**src/rtl/lu_pkg.sv**
```systemverilog
// lu_pkg: shared types and helpers for the band LU wavefront sequencer.
//   lu_w(p, q)         number of band diagonals / lanes, p+q-1
//   lu_steps(n)        issue steps per matrix, 3n-2
//   lu_absdiag(k, p)   |d| for lane k, where d = k-(p-1)
//   lu_state_e         sequencer states
//   lu_elem_t          one matrix element at the default width
package lu_pkg;

  localparam int unsigned LU_DW = 8;

  typedef logic [LU_DW-1:0] lu_elem_t;

  typedef enum logic [1:0] {
    LOAD,
    ISSUE,
    DRAIN,
    DONE
  } lu_state_e;

  function automatic int unsigned lu_w(input int unsigned p, input int unsigned q);
    return p + q - 1;
  endfunction

  function automatic int unsigned lu_steps(input int unsigned n);
    return 3 * n - 2;
  endfunction

  function automatic int unsigned lu_absdiag(input int unsigned k, input int unsigned p);
    return (k >= p - 1) ? k - (p - 1) : (p - 1) - k;
  endfunction

endpackage

```
**src/rtl/lu_band_row_buffer.sv**
```systemverilog
// lu_band_row_buffer: N rows x W lanes x DW bits register file, not reset.
//   clk     clock
//   we      write enable
//   waddr   row written when we is high
//   wdata   full row (W lanes of DW bits)
//   raddr   per-lane row index; indices >= N read as zero
//   rdata   lane k carries lane k of row raddr[k]
module lu_band_row_buffer #(
  parameter int unsigned DW = 8,
  parameter int unsigned N  = 8,
  parameter int unsigned W  = 7,
  parameter int unsigned AW = 3,
  parameter int unsigned RW = 4
) (
  input  logic                   clk,
  input  logic                   we,
  input  logic [AW-1:0]          waddr,
  input  logic [W*DW-1:0]        wdata,
  input  logic [W-1:0][RW-1:0]   raddr,
  output logic [W*DW-1:0]        rdata
);

  logic [W*DW-1:0] mem_q [N];

  always_ff @(posedge clk) begin
    if (we) begin
      mem_q[waddr] <= wdata;
    end
  end

  for (genvar k = 0; k < W; k++) begin : g_rd
    always_comb begin
      rdata[k*DW +: DW] = '0;
      if (32'(raddr[k]) < N) begin
        rdata[k*DW +: DW] = mem_q[raddr[k][AW-1:0]][k*DW +: DW];
      end
    end
  end

endmodule

```
**src/rtl/lu_band_sequencer.sv**
```systemverilog
// lu_band_sequencer: buffers an N x N band matrix (one row per beat) and
// issues it as W = P+Q-1 skewed diagonal lanes on a 3-cycle wavefront,
// then waits LAT cycles and pulses done.
//   clk, rst     clock, synchronous active-high reset
//   in_valid     row beat valid
//   in_ready     high in LOAD
//   in_row       lane k holds a(i, i+k-(P-1))
//   line_valid   issue cycle active (registered)
//   line_data    lane k = diagonal k-(P-1) element or zero (registered)
//   step         current issue step
//   busy         not in LOAD
//   done         one-cycle completion pulse
module lu_band_sequencer
  import lu_pkg::*;
#(
  parameter int unsigned DW  = LU_DW,
  parameter int unsigned N   = 8,
  parameter int unsigned P   = 4,
  parameter int unsigned Q   = 4,
  parameter int unsigned LAT = 12,
  localparam int unsigned W  = lu_w(P, Q),
  localparam int unsigned SW = $clog2(lu_steps(N))
) (
  input  logic            clk,
  input  logic            rst,
  input  logic            in_valid,
  output logic            in_ready,
  input  logic [W*DW-1:0] in_row,
  output logic            line_valid,
  output logic [W*DW-1:0] line_data,
  output logic [SW-1:0]   step,
  output logic            busy,
  output logic            done
);

  localparam int unsigned T    = lu_steps(N);
  localparam int unsigned AW   = $clog2(N);
  localparam int unsigned RW   = $clog2(N + W + 1);
  localparam int unsigned MAXD = ((P > Q) ? P : Q) - 1;
  localparam int unsigned CW   = $clog2(((MAXD > 2) ? MAXD : 2) + 1);
  localparam int unsigned DCW  = $clog2(LAT + 1);

  lu_state_e          state_q, state_d;
  logic [AW-1:0]      r_q, r_d;
  logic [SW-1:0]      step_q, step_d;
  logic [DCW-1:0]     drain_q, drain_d;
  logic               line_valid_q, line_valid_d;
  logic [W*DW-1:0]    line_data_q, line_data_d;

  logic               last_row;
  logic               last_step;
  logic               advance;
  logic               wr_en;
  logic [W-1:0][RW-1:0] raddr;
  logic [W*DW-1:0]    rdata;
  logic [W*DW-1:0]    lane_data;

  lu_band_row_buffer #(
    .DW (DW),
    .N  (N),
    .W  (W),
    .AW (AW),
    .RW (RW)
  ) u_buf (
    .clk   (clk),
    .we    (wr_en),
    .waddr (r_q),
    .wdata (in_row),
    .raddr (raddr),
    .rdata (rdata)
  );

  // advance is high in every cycle that computes the line for the next
  // step: the final accept (step 0) and each ISSUE cycle but the last.
  always_comb begin
    last_row  = (r_q == AW'(N - 1));
    last_step = (step_q == SW'(T - 1));
    advance   = ((state_q == LOAD) && in_valid && last_row) ||
                ((state_q == ISSUE) && !last_step);
    wr_en     = (state_q == LOAD) && in_valid && !rst;
  end

  // Per lane: countdown phase (|d| first, then period 3) and the buffer row
  // of the lane's next element; replaces a divide of (t-|d|) by 3.
  for (genvar k = 0; k < W; k++) begin : g_lane
    localparam int unsigned AD  = lu_absdiag(k, P);
    localparam bit          NEG = (k < P - 1);

    logic [CW-1:0] ph_q, ph_d;
    logic [RW-1:0] ri_q, ri_d;
    logic          emit;

    always_comb begin
      ph_d = ph_q;
      ri_d = ri_q;
      if (advance) begin
        if (ph_q == '0) begin
          ph_d = CW'(2);
          ri_d = ri_q + 1'b1;
        end else begin
          ph_d = ph_q - 1'b1;
        end
      end else if (state_q != ISSUE) begin
        ph_d = CW'(AD);
        ri_d = NEG ? RW'(AD) : '0;
      end
    end

    always_ff @(posedge clk) begin
      if (rst) begin
        ph_q <= CW'(AD);
        ri_q <= NEG ? RW'(AD) : '0;
      end else begin
        ph_q <= ph_d;
        ri_q <= ri_d;
      end
    end

    // Upper diagonals also need column i+d inside the matrix.
    always_comb begin
      emit = (ph_q == '0) && (32'(ri_q) < N) && (NEG || (32'(ri_q) + AD < N));
    end

    assign raddr[k]               = ri_q;
    assign lane_data[k*DW +: DW]  = emit ? rdata[k*DW +: DW] : '0;
  end

  always_comb begin
    state_d      = state_q;
    r_d          = r_q;
    step_d       = '0;
    drain_d      = drain_q;
    line_valid_d = 1'b0;
    line_data_d  = '0;
    case (state_q)
      LOAD: begin
        if (in_valid) begin
          if (last_row) begin
            state_d      = ISSUE;
            r_d          = '0;
            line_valid_d = 1'b1;
            line_data_d  = lane_data;
          end else begin
            r_d = r_q + 1'b1;
          end
        end
      end
      ISSUE: begin
        if (last_step) begin
          state_d = DRAIN;
          drain_d = '0;
        end else begin
          step_d       = step_q + 1'b1;
          line_valid_d = 1'b1;
          line_data_d  = lane_data;
        end
      end
      DRAIN: begin
        if (drain_q == DCW'(LAT - 1)) begin
          state_d = DONE;
        end else begin
          drain_d = drain_q + 1'b1;
        end
      end
      DONE: begin
        state_d = LOAD;
        r_d     = '0;
      end
      default: state_d = LOAD;
    endcase
  end

  always_ff @(posedge clk) begin
    if (rst) begin
      state_q      <= LOAD;
      r_q          <= '0;
      step_q       <= '0;
      drain_q      <= '0;
      line_valid_q <= 1'b0;
      line_data_q  <= '0;
    end else begin
      state_q      <= state_d;
      r_q          <= r_d;
      step_q       <= step_d;
      drain_q      <= drain_d;
      line_valid_q <= line_valid_d;
      line_data_q  <= line_data_d;
    end
  end

  assign in_ready   = (state_q == LOAD);
  assign busy       = (state_q != LOAD);
  assign done       = (state_q == DONE);
  assign line_valid = line_valid_q;
  assign line_data  = line_data_q;
  assign step       = step_q;

endmodule
```
**config.mk**
```make
export PLATFORM = sky130hd
export DESIGN_NAME = lu_band_sequencer
export DESIGN_NICKNAME = d
export VERILOG_FILES = /design/src/rtl/lu_pkg.sv /design/src/rtl/lu_band_row_buffer.sv /design/src/rtl/lu_band_sequencer.sv
export SDC_FILE = /design/constraint.sdc
export NUM_CORES = 1
export LEC_CHECK = 0
export ABC_AREA = 1
export CORE_UTILIZATION = 60
export CTS_CLUSTER_SIZE = 28
export DETAILED_ROUTE_END_ITERATION = 8
export PLACE_DENSITY = 0.8
export SYNTH_ARGS = -nofsm -noshare
export SYNTH_HDL_FRONTEND = slang
export SYNTH_SLANG_ARGS = --single-unit
export TNS_END_PERCENT = 30
```
**constraint.sdc**
```tcl
create_clock -name clk -period 11.2 [get_ports clk]
set_input_delay 2.24 -clock clk [delete_from_list [all_inputs] [get_ports clk]]
set_output_delay 2.24 -clock clk [all_outputs]
set_load 0.02 [all_outputs]
```
==> reports/metrics.csv <==
metric,value,unit
status,"complete, but fails checks",
failing checks,DRC,
worst slew pin tran,1.21,ns
Clock Skew,0.0158,ns
relative slew slack,19.2,%
sequential power share,50.3,%
Internal,3.76,mW
CTS Buf Count,56,
Area contributors post-synth,"edfxtp_1, dfxtp_1, o21ai_0",
"Remaining Overflow, GRT",0,
Pleak,8.94,nW
Layout area overhead,16.4,%
post-cts resize count,0,
H-tree levels,2,
WL/cell,18.6,um
largest net degree at the start of global routing,57,
R2R setup slack,8.06,ns
clock network fraction of total power,40.5,%
first-pass detailed-route iteration total,8,
crit-path cells,clkdlybuf4s50_1 > buf_4 > nor2_1 > nand2_1 > nor2_4 > buf_4,
RSZ-0062 raised after global routing,no,
Netlist Area Pre-Place,22200,um2
drt drc,1,
Synth Register Bits,582,
worst skew pair latency,0.60,ns
WL final,46.4,mm
antenna violations before repair,1,
syn avg cell area,11.9,um2
final hold violations,0,
M1 GR Usage,31.2,%
Logic pwr share,9.2,%
CTS Hold Bufs,0,
DIE WIDTH,194,um
most area-hungry cell type in the Yosys netlist,edfxtp_1,
CP max FO,32,
Post-synth ARST share,0,%
Row Count,70,
"Net count, final",2068,
ys flop type,edfxtp_1,
postcts setup bufs,0,
CP required,11.45,ns
Crit path top cell by count,buf_4,
I/O pin count,124,
Clock transition at path regs,0.06,ns
met3 GRT Util,3.34,%
Port Buf Inserts,123,
GR Util All Layers,24.7,%
Yosys warning total,0,
CP max-delay cell,nor2_4,
FMAX,217,MHz
sequential cell area fraction in the yosys report,72.7,%
GPL Wtd Cong,0.799,
hold crit path type,reg -> reg,
syn_nets,1954,
crit path buf inv count,3,
share of layout cells above drive strength 1,6.86,%
critical path class,in -> reg,
met2 usage,43.2,%
Die Span Y,194,um
share of the synthesized area in the top cell type,60.7,%
Max clock buf depth,3,
Post-synth EDFFs,448,
Critical Path Source Type,input port,
vias in the first global route,14400,
pwr dens,192,nW/um2
clock sink count,582,
Core Area,36500,um2
Final Cycle Share,41.1,%
Cells after Synth,1864,
maximum VDD drop,177,uV
first-pass GRT wire length,73.6,mm
"Slew Viols, Final",0,
Routed Antenna Nets,0,
dpl hpwl,26.4,mm
GR peak layer,met2,
CP arrival,4.85,ns
total vias in the final route,14500,
NetSw,1.19,mW
Net Sw Frac,24.0,%
Max Cap Violations,0,
vias per cell,5.80,
starting density of the core,60.7,%
cell family with the largest share of critical-path delay,simple AND/OR/NAND/NOR gates,
critical path capture point type,flop,
CTS tree,yes,
min cycle time layout,4.60,ns
CP max stage delay,0.98,ns
count of cell types in the netlist,28,
CTS root buffer,clkbuf_16,
Final setup violation count,0,
die area,37700,um2
initial drt markers,1291,
Tot Pwr,4.95,mW
Post-Route Setup TNS,0,ns
==> state kept, by name, summed over array words and instances (netlist names), named ones only <==
register and count:
u_buf.mem_q 448, line_data 56, g_lane.ri_q 28, g_lane.ph_q 14, step 5, drain_q 4
r_q 3, state_q 2, line_valid 1
==> path summary, 6_finish.rpt <==
path,cells past startpoint,endpoint,start
setup / recovery,6,u_buf.mem_q[2][36],rst
hold / removal,2,g_lane[4].ri_q[3],g_lane[4].ri_q[3]
setup reg to reg,7,u_buf.mem_q[2][36],state_q[0]
hold reg to reg,2,g_lane[4].ri_q[3],g_lane[4].ri_q[3]
==> layout by cell type (no fill, tap or decap), types with 3 or more instances in the layout <==
master and n:
edfxtp_1 448, nor2_1 347, o21ai_0 347, nand2_1 193
dfxtp_1 134, clkdlybuf4s50_1 123, a21oi_1 86, inv_1 71
nand3_1 59, clkbuf_16 57, ha_1 31, nand4_1 19
buf_4 16, xor2_1 12, clkinv_2 10, bufinv_16 10
clkinvlp_4 9, nor2_4 8, clkbuf_1 7, nand4_4 6
nand2_2 4, nand2_4 4, inv_6 4, o31ai_1 3
clkinv_1 3, clkbuf_8 3
==> routing by layer <==
| metal | wire length (um) | up-vias |
|---|---|---|
| li1 | - | 6782 |
| met1 | 18900 | 7063 |
| met2 | 23700 | 522 |
| met3 | 2280 | 111 |
| met4 | 1470 | 0 |
| met5 | 0 | - |
==> per-stage QoR <==
step / cells / util, % / area (um2) / hold slack [ns] / setup slack, ns
finish: 2495 / 70.7 / 25800 / 0.480 / 6.60
global route: 2495 / 70.7 / 25800 / 0.497 / 6.41
CTS: 2494 / 70.7 / 25800 / 0.482 / 6.60
detailed placement: 2388 / 65.2 / 23800 / 0.474 / 5.96
global placement: 2388 / 65.2 / 23800 / 0.459 / 6.05
floorplan: 1864 / - / 22200 / 0.458 / 5.71
==> cell families (layout without fill, tap and decap cells) <==
family | Yosys count | in the layout | share of synthesized area [%]
simple gates | 645 | 645 | 12.2
flops | 582 | 582 | 72.7
compound gates | 439 | 439 | 10.0
buf+inv | 155 | 317 | 2.81
fa+ha+maj | 31 | 31 | 1.75
xor+xnor | 12 | 12 | 0.474
other cells | 0 | 1 | 0
==> tightest hold or removal path, delay by kind of cell, from the launching register on <==
kind | cells | cell delay [ns]
flops | 1 | 0.31
simple gates | 1 | 0.07
compound gates | 1 | 0.05
==> cells in the mapped netlist (12+ instances only) <==
cell type / instances
dfxtp_1: 134
nand4_1: 19
buf_2: 21
nor2_1: 355
nand2_1: 193
clkbuf_1: 50
edfxtp_1: 448
inv_1: 71
o21ai_0: 347
nand3_1: 59
xor2_1: 12
ha_1: 31
a21oi_1: 86
==> power by group through the flow <==
stage	combinational (mW)	sequential (mW)	clock, mW
2_1_floorplan	0.312	2.51	0
3_3_place_gp	0.428	2.53	0
3_5_place_dp	0.449	2.53	0
4_1_cts	0.458	2.49	2.02
5_1_grt	0.514	2.50	2.10
6_report	0.457	2.49	2.01
==> area by class of cell <==
type | count | area, um2
inverter | 72 | 270
sequential | 582 | 16100
clock inverter | 39 | 498
multi-input combinational | 1127 | 5480
timing repair buffer | 139 | 1350
fill | 2373 | 10700
tap | 468 | 586
antenna | 1 | 2.50
clock buffer | 67 | 1490
Note: power is estimated with default switching activity, not from simulation.
==> edit 1 (same settings) <==
Take the reset off `line_data_q` and load it in a clocked block of its own.
--- a/src/rtl/lu_band_sequencer.sv
+++ b/src/rtl/lu_band_sequencer.sv
@@ -179,3 +179,2 @@
       line_valid_q <= 1'b0;
-      line_data_q  <= '0;
     end else begin
@@ -186,4 +185,7 @@
       line_valid_q <= line_valid_d;
-      line_data_q  <= line_data_d;
-    end
+    end
+  end
+
+  always_ff @(posedge clk) begin
+    line_data_q <= line_data_d;
   end
Behaviour: same outputs for any inputs over 4 cycles, from zero or initial values and one cycle with rst high; that may be too few to reach the edited logic, so the function may still have changed.
==> edit 1 against the original RTL <==
  * Sequential cell count unchanged
  * Worst setup slack improved by 120 ps
  * Wire length increased by 2.2%
  * Synthesized area decreased by 0.36%
  * Non-clock buffer count increased by 1
  * Cell area decreased by 0.79%
  * Critical path depth unchanged
  * Power decreased by 3.6%
  * Critical path type unchanged
  * Critical endpoint is now u_buf.mem_q[2][11]$_DFFE_PP_
==> edit 1: results (changes against the original RTL) <==
| Metric | Value |
|---|---|
| Total via count after detailed routing | `14.36k (-0.83%)` |
| Half-perimeter wire length after placement | `28140 µm (+6.4%)` |
| Normalized max-slew margin | `26.14% (+7.0 points)` |
| Number of instances in the synthesized netlist | `1841 (-1.2%)` |
| Final routed wire length divided by cell count | `19.22 µm (+3.5%)` |
| Worst Hold Launch | `step[0]$_SDFF_PP0_` |
| Seq/Total Area, Yosys | `73.01% (+0.26 points)` |
| VDD IR-drop max | `0.0001293 V (-27%)` |
| End point of the critical path | `u_buf.mem_q[2][11]$_DFFE_PP_` |
| Setup clock skew after layout | `16.80 ps (+0.9675 ps)` |
| Clk_lat worst skew | `580 ps (-20 ps)` |
| TritonCTS Buffers | `55 (-1.8%)` |
| End point of the most critical hold path | `step[0]$_SDFF_PP0_` |
| Final weighted congestion of routability-driven global placement | `0.8376 (+4.9%)` |
| Gr usage total | `25.31% (+0.62 points)` |
| Antenna diodes | `0 (-1)` |
| Fraction of final layout cells with drive strength greater than 1 | `6.637% (-0.22 points)` |
| Worst-path maximum fanout | `35 (+9.4%)` |
| Arrival @ worst endpoint | `4680 ps (-170 ps)` |
| Run status | `complete, no violations` |
| Placed cell count | `2361 (-1.1%)` |
| Post-detailed-routing wire length | `47380 µm (+2.2%)` |
| Distinct cell type count after synthesis | `30 (+7.1%)` |
| Initial antenna violation count | `0 (-1)` |
| Initial DRT Pass Iterations | `6 (-2)` |
| Top area cells in the synthesized netlist | `edfxtp_1 61%, dfxtp_1 12%, o21ai_0 4.8%, nand2_1 4.7%, nand3_1 4.1%` |
| Number of cells on the worst hold path | `1 (-1)` |
| Net count, final | `2047 (-1.0%)` |
| Syn_nets | `1931 (-1.2%)` |
| Worst R2R Setup Slack | `8240 ps (+180 ps)` |
| Leakage power | `8.908 nW (-0.36%)` |
[edit 1: cell types whose count changed after synthesis, moves of 6 or more]
cell and delta:
nor2_1 -152, o21ai_0 -137, nand3_1 +121, nand2_1 +85, a21oi_1 +26, inv_1 +19, o22ai_1 +14, buf_2 -6
[edit 1: power by group]
part           internal (mW)  switching (mW)
clock network           1.10           0.773
registers               2.43          0.0554
logic                  0.136           0.278
total                   3.67            1.11
[edit 1: critical path, cell delays in order]
cell	delay, ps
clkdlybuf4s50_1	400
buf_4	230
nor2_1	180
nand2_1	260
nor2_4	730
buf_4	610
[edit 1: metrics by stage]
step                area [µm²]  hold WS (ps)  power [mW]  worst slack, ps
floorplan                22100         468.6       2.779             5749
global placement         23750         464.1       2.921             6168
detailed placement       23750         485.2       2.945             6105
CTS                      25610         499.3       4.792             6719
global route             25610         515.1       4.932             6604
finish                   25610         490.6       4.774             6723
[edit 1: metal layers]
layer,share of wire [%],vias up,GRT usage (%)
li1,-,6731,-
met1,40,6948,32.33
met2,51,577,44.55
met3,6.2,102,3.340
met4,2.8,0,9.024
met5,0,-,0
[edit 1: final cells by class]
cell class                      count  area [µm²]
Multi-Input combinational cell   1085        5334
Timing Repair Buffer              140        1359
Inverter                           93       349.1
Sequential cell                   582       16140
Clock buffer                       82        1629
Clock inverter                     22       231.5
Tap cell                          461       576.8
Fill cell                        2317       10300
[edit 1: cell families after synthesis]
group,Yosys count,share of synthesized area [%]
adder cells (fa/ha/maj),31,1.755
buffers and inverters,174,3.125
AO/OA/AOI/OAI,342,7.926
XOR/XNOR,14,0.5548
AND/OR/NAND/NOR,698,13.63
flip-flops,582,73.01
==> edit 2 (same flow settings) <==
Without the edit above. `LU_DW`: 8 -> 6.
--- a/src/rtl/lu_pkg.sv
+++ b/src/rtl/lu_pkg.sv
@@ -8,3 +8,3 @@
 
-  localparam int unsigned LU_DW = 8;
+  localparam int unsigned LU_DW = 6;
 
Ports: changed (resized in_row and line_data); port bits go from 124 to 96. The function was not compared with the original's and may differ.
==> edit 2 against the original RTL <==
  * Sequential cell count fell by 126
  * Synthesized area down 21%
  * Wire length shrank 25%
  * Global-route usage down 1.2 points
  * First-iteration DRC count fell by 6.0%
  * Power decreased by 24%
  * Clock power down 22%
  * Critical path depth unchanged
  * Count of clock-buffer cells in the layout is 4 higher
  * Die area is 21% lower
  * Cell area is 21% lower
  * Synthesized cell count decreased by 20%
  * Worst setup slack gained 260 ps
  * Via count is 21% lower
  * Largest power group unchanged
==> edit 2: results (changes against the original RTL) <==
| Metric | Value |
|---|---|
| Placed instance area | `0.01876 mm² (-21%)` |
| Syn_nets | `1576 (-19%)` |
| Actual transition at the worst max-transition pin | `943.5 ps (-266.0 ps)` |
| Met1 usage | `32.73% (+1.6 points)` |
| Run status | `complete, no violations` |
| Post-detailed-routing wire length | `34800 µm (-25%)` |
| Initial antenna violation count | `0 (-1)` |
| Ratio of routed vias to standard cells | `5.649 (-2.6%)` |
| Gr usage total | `23.47% (-1.2 points)` |
| Worst-path maximum fanout | `24 (-25%)` |
| Leakage power | `7.119 nW (-20%)` |
| Number of flip-flops in the largest register | `336 (-25%)` |
| Half-perimeter wire length after placement | `20700 µm (-22%)` |
| Net count, final | `1667 (-19%)` |
| Arrival @ worst endpoint | `4530 ps (-320 ps)` |
| Synth top cells by count | `336 x edfxtp_1, 271 x nor2_1, 254 x o21ai_0, 163 x nand2_1, 120 x dfxtp_1` |
| Setup clock skew after layout | `10.63 ps (-5.197 ps)` |
| Count of non-filler cells in the finished layout | `2012 (-19%)` |
| VDD IR-drop max | `0.0001354 V (-23%)` |
| Antenna diodes | `0 (-1)` |
| Placed cell count | `1928 (-19%)` |
| Global Route met3 Usage | `3.364% (+0.024 points)` |
| Initial DRT Pass Iterations | `6 (-2)` |
| GR Layer Usage met2 | `38.78% (-4.5 points)` |
| EDFF count, synth | `336 (-25%)` |
| Largest net degree at the start of global routing | `36 (-37%)` |
| Layout area overhead | `16.50% (about the same)` |
| Initial DRC count | `1213 (-6.0%)` |
| Number of filler instances in the final layout | `1923 (-19%)` |
| Number of instances in the synthesized netlist | `1500 (-20%)` |
| Fraction of final layout cells with drive strength greater than 1 | `6.695% (-0.17 points)` |
| Critical path's largest stage delay | `670 ps (-310 ps)` |
| Number of I/O port buffers | `95 (-23%)` |
==> edit 2: changes by cell type after synthesis, sizes merged, moves of 2 or more <==
cell,delta
edfxtp,-112
nor2,-84
o21ai,-84
nand2,-33
clkbuf,-20
dfxtp,-14
a21oi,-13
inv,-5
nand3,-2
nand3b,+2
==> edit 2: worst max-delay path: cells and delay by family <==
family | cells | cell delay, ps
buf+inv | 2 | 1020
simple gates | 4 | 1230
==> edit 2: through the flow <==
step	power (mW)	setup slack (ps)
2_1_floorplan	2.133	6364
3_3_place_gp	2.230	6314
4_1_cts	3.798	6872
5_1_grt	3.912	6727
6_report	3.785	6862
3_5_place_dp	2.245	6296
==> edit 2: where the power goes <==
group | switching, mW | total (mW) | leakage (nW) | internal [mW]
logic | 0.197 | 0.293 | 2.33 | 0.0963
registers | 0.0424 | 1.92 | 4.00 | 1.88
clock network | 0.611 | 1.57 | 0.789 | 0.958
total | 0.850 | 3.78 | 7.12 | 2.93
==> edit 2: final cells by class <==
class	instances	area share (%)
flip-flops and latches	456	61.37
multi-input cells	915	22.11
clock buffers	71	7.081
repair buffers	106	5.077
well taps	384	2.360
inverters	67	1.235
clock inverters	13	0.7683
==> edit 2: cells by family (layout without fill, tap and decap cells) <==
logic type	Yosys count	after routing	synth area share, %
simple gates	530	530	12.65
flops	456	456	71.49
compound gates	341	341	9.889
buf+inv	129	257	3.093
fa+ha+maj	31	31	2.220
xor+xnor	13	13	0.6516
==> edit 2: final timing paths <==
path / start / to / slack [ps] / depth (start not counted)
worst min-delay path: step[0]$_SDFF_PP0_ / step[0]$_SDFF_PP0_ / 490 / 1
worst min register to register: step[0]$_SDFF_PP0_ / step[0]$_SDFF_PP0_ / 490 / 1
worst max register to register: state_q[0]$_SDFFE_PP0P_ / u_buf.mem_q[2][34]$_DFFE_PP_ / 8280 / 7
worst max-delay path: in_valid / u_buf.mem_q[2][34]$_DFFE_PP_ / 6860 / 6
==> edit 2: metal layers <==
layer | part of all wire [%] | up-vias
met5 | 0 | -
met4 | 1.7 | 0
met1 | 43 | 5459
met2 | 49 | 420
met3 | 6.2 | 50
li1 | - | 5437
